### config.mk
export PLATFORM = sky130hd
export DESIGN_NAME = instr_fetch
export DESIGN_NICKNAME = d
export VERILOG_FILES = /design/src/rtl/cpu_pkg.sv /design/src/rtl/instr_fetch.sv
export SDC_FILE = /design/constraint.sdc
export NUM_CORES = 1
export LEC_CHECK = 0
export CAP_MARGIN = 0
export CORE_AREA = 2 2 75 77
export CTS_CLUSTER_SIZE = 12
export DETAILED_ROUTE_END_ITERATION = 10
export DIE_AREA = 0 0 77 79
export PLACE_DENSITY = 0.94
export SLEW_MARGIN = 5
export SYNTH_ARGS = -nofsm -noshare
export SYNTH_HDL_FRONTEND = slang
export SYNTH_SLANG_ARGS = --single-unit
### constraint.sdc
create_clock -name clk -period 4.54 [get_ports clk]
set_input_delay 0.454 -clock clk [delete_from_list [all_inputs] [get_ports clk]]
set_output_delay 0.454 -clock clk [all_outputs]
set_load 0.02 [all_outputs]
### src/rtl/cpu_pkg.sv
// Shared CPU front-end types: fetch FSM states and the default halt address.
package cpu_pkg;

   localparam int unsigned XLEN = 32;

   localparam logic [XLEN-1:0] HALT_ADDR_DEFAULT = 32'h0000_0000;

   typedef enum logic [1:0] {
      IDLE   = 2'd0,
      FETCH  = 2'd1,
      EXEC   = 2'd2,
      HALTED = 2'd3
   } fetch_state_t;

endpackage

### src/rtl/instr_fetch.sv
// Instruction fetch unit: issues one imem read per PC value, holds the word
// while execute stalls, and signals a one-cycle commit to advance the PC.
module instr_fetch
   import cpu_pkg::*;
#(
   parameter logic [XLEN-1:0] HALT_ADDR = HALT_ADDR_DEFAULT,
   parameter int unsigned     TIMEOUT   = 16
) (
   input  logic            clk,
   input  logic            reset,
   input  logic [XLEN-1:0] addr,
   input  logic            stall,
   output logic [XLEN-1:0] imem_address,
   output logic            imem_read,
   input  logic            imem_waitrequest,
   input  logic [XLEN-1:0] imem_readdata,
   output logic [XLEN-1:0] instr,
   output logic            instr_valid,
   output logic            state,
   output logic            halt,
   output logic            fault
);

   localparam int unsigned CNT_W = $clog2(TIMEOUT + 1);

   fetch_state_t     fsm_q;
   fetch_state_t     fsm_d;
   logic [CNT_W-1:0] wait_cnt_q;
   logic [CNT_W-1:0] wait_cnt_d;
   logic             capture;

   // State register, wait counter and instruction latch.
   always_ff @(posedge clk) begin
      if (!reset) begin
         fsm_q      <= IDLE;
         wait_cnt_q <= '0;
         instr      <= '0;
      end else begin
         fsm_q      <= fsm_d;
         wait_cnt_q <= wait_cnt_d;
         if (capture) begin
            instr <= imem_readdata;
         end
      end
   end

   // Next state and combinational memory/commit handshakes.
   always_comb begin
      fsm_d      = fsm_q;
      wait_cnt_d = wait_cnt_q;
      imem_read  = 1'b0;
      state      = 1'b0;
      capture    = 1'b0;

      unique case (fsm_q)
         IDLE: begin
            fsm_d      = FETCH;
            wait_cnt_d = '0;
         end
         FETCH: begin
            if (addr == HALT_ADDR) begin
               fsm_d = HALTED;
            end else begin
               imem_read = 1'b1;
               if (!imem_waitrequest) begin
                  capture = 1'b1;
                  fsm_d   = EXEC;
               end else if (wait_cnt_q == CNT_W'(TIMEOUT - 1)) begin
                  // Counter parks at TIMEOUT so HALTED can tell a timeout from a halt.
                  wait_cnt_d = CNT_W'(TIMEOUT);
                  fsm_d      = HALTED;
               end else begin
                  wait_cnt_d = wait_cnt_q + CNT_W'(1);
               end
            end
         end
         EXEC: begin
            if (!stall) begin
               state      = 1'b1;
               fsm_d      = FETCH;
               wait_cnt_d = '0;
            end
         end
         HALTED: begin
            fsm_d = HALTED;
         end
         default: begin
            fsm_d = IDLE;
         end
      endcase
   end

   assign imem_address = addr;
   assign instr_valid  = (fsm_q == EXEC);
   assign halt         = (fsm_q == HALTED);
   assign fault        = halt && (wait_cnt_q == CNT_W'(TIMEOUT));

endmodule
==> impl_metrics.env <==
export IMPL_status="finished, final reports clean"
export IMPL_power_switching_mw=0.228
export IMPL_top_level_i_o_count=137
export IMPL_drive_above_1_share_pct=3.88
export IMPL_drc=0
export IMPL_cts_htree_levels=2
export IMPL_dieArea_sq_um=6080
export IMPL_postSynthAreaPerCell_sq_um=8.00
export IMPL_placement_rows=27
export IMPL_antenna_found_initial=0
export IMPL_synth_largest_area_cell="dfxtp_1"
export IMPL_clock_sink_count=39
export IMPL_cts_tree="done"
export IMPL_dp_slack_ns=1.44
export IMPL_grt_setup_unrepaired="false"
export IMPL_clock_latency_ns=0.28
export IMPL_cts_post_setup_buffers_inserted=0
export IMPL_final_common_cell="clkdlybuf4s50_1"
export IMPL_track_usage_pct=16.6
export IMPL_final_period_minus_worst_setup_slack_ns=3.11
export IMPL_netlist_cell_type_count=32
export IMPL_worst_slew_pin_slew_ns=0.547
export IMPL_synth_seq_cells=39
export IMPL_maxcap_violations=0
export IMPL_crit_family="simple AND/OR/NAND/NOR gates"
export IMPL_route_final_wire_length_microns=5280
export IMPL_core_area_sq_um=5340
export IMPL_synth_seq_area_share_pct=41.5
export IMPL_timing_fmax_mhz=321
export IMPL_placement_io_buffers=136
export IMPL_clkPwrFrac_pct=36.4
export IMPL_critical_path_most_common_cell="clkdlybuf4s50_1"
export IMPL_fillers=493
export IMPL_critPathSlowestCell="clkdlybuf4s50_1"
export IMPL_final_area_sq_um=3190
export IMPL_final_cells=407
export IMPL_setup_worst_path_end_class="output port"
export IMPL_dp_cells=399
export IMPL_final_max_slew_viol_count=0
export IMPL_startpoint_type="primary input"
export IMPL_vias_per_cell=4.79
export IMPL_pwr_share_comb_pct=23.8
export IMPL_setup_viol_count_final=0
export IMPL_cp_data_required_time_ns=4.09
export IMPL_num_nets_final=405
export IMPL_synth_warnings=0
export IMPL_critical_path_peak_fanout=6
export IMPL_critical_path_class="primary input to output port"
export IMPL_finish_utilization_pct=59.7
export IMPL_fin_worst_skew_ns=0.00874
export IMPL_post_synthesis_cell_area_sq_um=1880
export IMPL_antenna_violating_nets_post_route=0
export IMPL_grt_first_pass_wirelength_microns=8470
export IMPL_path_buf_inv=2
export IMPL_timing_setup_tns_ns=0
export IMPL_post_drt_wl_per_cell_microns=13.0
export IMPL_finalCritPeriodShare_pct=68.6
export IMPL_cts_buffers=5
export IMPL_hold_path_class="flip-flop to flip-flop"
export IMPL_fp_dieH_microns=79
export IMPL_swShare_pct=24.7
export IMPL_post_cts_hold_buffer_count=0
export IMPL_part_of_the_total_power_dissipated_in_sequential_elements_pct=39.8
export IMPL_max_vdd_ir_drop_v=0.000209
export IMPL_chipWidth_microns=77
export IMPL_cts_root_to_sink_buffers=2
export IMPL_holdWs_ns=0.468
export IMPL_post_cts_resized=0
export IMPL_final_hold_violation_count=0
export IMPL_crit_path_cell_trace="clkdlybuf4s50_1 > nor4_1 > nand4_1 > nor2_1 > and2b_2 > clkdlybuf4s50_1"
export IMPL_initial_core_util_pct=35.2
export IMPL_netlist_instances=235
export IMPL_placed_cell_area_sq_um=3050
export IMPL_cp_data_arrival_time_ns=2.66
export IMPL_drt_pass1_iterations=4
export IMPL_ys_top_cells_by_area="dfxtp_1 (42%), buf_4 (13%), nand3_1 (9.6%), o21ai_0 (8.5%), nand2_1 (7.2%)"
export IMPL_first_iter_violations=84
export IMPL_power_total_mw=0.925
export IMPL_area_delta_synth_final_pct=69.5
export IMPL_timing_max_slew_rel_slack_pct=63.5
export IMPL_final_critical_path_setup_slack_ns=1.43
export IMPL_globalRoute_totalOverflow=0
export IMPL_routabilityCongestion=0.733
export IMPL_antenna_diode_count=0
export IMPL_grt_start_max_net_pins=65
export IMPL_leakage_nw=1.19
export IMPL_cts_root_buffer="clkbuf_8"
export IMPL_final_cell_mix="clkdlybuf4s50_1 (135), dfxtp_1 (39), nand3_1 (36), nand2_1 (36), o21ai_0 (32)"
export IMPL_internal_power_mw=0.697
export IMPL_synth_top_cell_area_share_pct=41.5
export IMPL_crit_path_max_incr_delay_ns=0.53
export IMPL_cts_clk_slew_worst_paths_ns=0.07
export IMPL_synth_fp_nets=306
export IMPL_grt_pass1_vias=1924
export IMPL_dr_vias=1951
export IMPL_place_detailed_hpwl_microns=4120
export IMPL_power_density_nw_per_um2=290
sequential cells by signal, summed over array words and instances, names as in the netlist:
name	cells
wait_cnt_q	5
fsm_q	2
instr	32
power groups by stage:
stage                     Combinational (mW)  Clock, mW  Sequential, mW
after detailed placement               0.221          0           0.376
after CTS                              0.222      0.349           0.368
after global placement                 0.217          0           0.375
final                                  0.220      0.337           0.368
after global routing                   0.236      0.361           0.370
after floorplan                       0.0903          0           0.393
cells in the mapped netlist, drive strengths merged:
library cell / instances
nor3: 2
mux2i: 2
o211a: 1
and2: 1
nor2b: 2
o2bb2ai: 1
dfxtp: 39
nand2: 36
o211ai: 2
o21a: 1
nand3: 36
a21o: 1
nor4: 8
and2b: 3
and3: 1
or3: 1
nand3b: 2
a211oi: 2
o21ai: 33
nand4: 3
clkbuf: 11
buf: 35
nor2: 1
a221oi: 1
nand2b: 1
ha: 3
inv: 5
nand4b: 1
cell families after synthesis:
| kind of cell | synth area share (%) |
|---|---|
| multiplexers | 1.06 |
| AO/OA/AOI/OAI | 12.9 |
| flip-flops | 41.5 |
| buffers and inverters | 16.8 |
| AND/OR/NAND/NOR | 25.7 |
| adder cells (fa/ha/maj) | 2.00 |
worst reg2reg max path, delay by kind of cell, from the launching register on:
family,cells,cell delay [ns]
DFF,1,0.35
and+or+nand+nor,4,1.03
adders and majority gates,2,0.39
AOI/OAI and AO/OA,1,0.10
final timing paths:
kind | start | to | slack [ns] | cells after the start
min | instr[24] | instr[24] | 0.47 | 2
min reg2reg | instr[24] | instr[24] | 0.47 | 2
max | addr[24] | imem_read | 1.43 | 6
max reg2reg | wait_cnt_q[0] | wait_cnt_q[2] | 2.60 | 7
final cells by class:
class,count,area (sq um),area share (%)
timing repair buffer,138,1370,43.0
multi-input combinational,145,793,24.9
sequential,39,781,24.5
tap,72,90.1,2.83
clock buffer,6,72.6,2.28
clock inverter,2,60.1,1.88
inverter,5,18.8,0.589
metal layers:
metal	vias to the layer above	share of wire, %	wire (microns)	GRT usage (%)
met4	0	1.8	95	5.71
li1	985	-	-	-
met1	861	39	2060	16.9
met5	-	0	0	0
met2	94	50	2650	32.6
met3	11	9.0	474	4.43
Power figures use the tool's default switching activity.
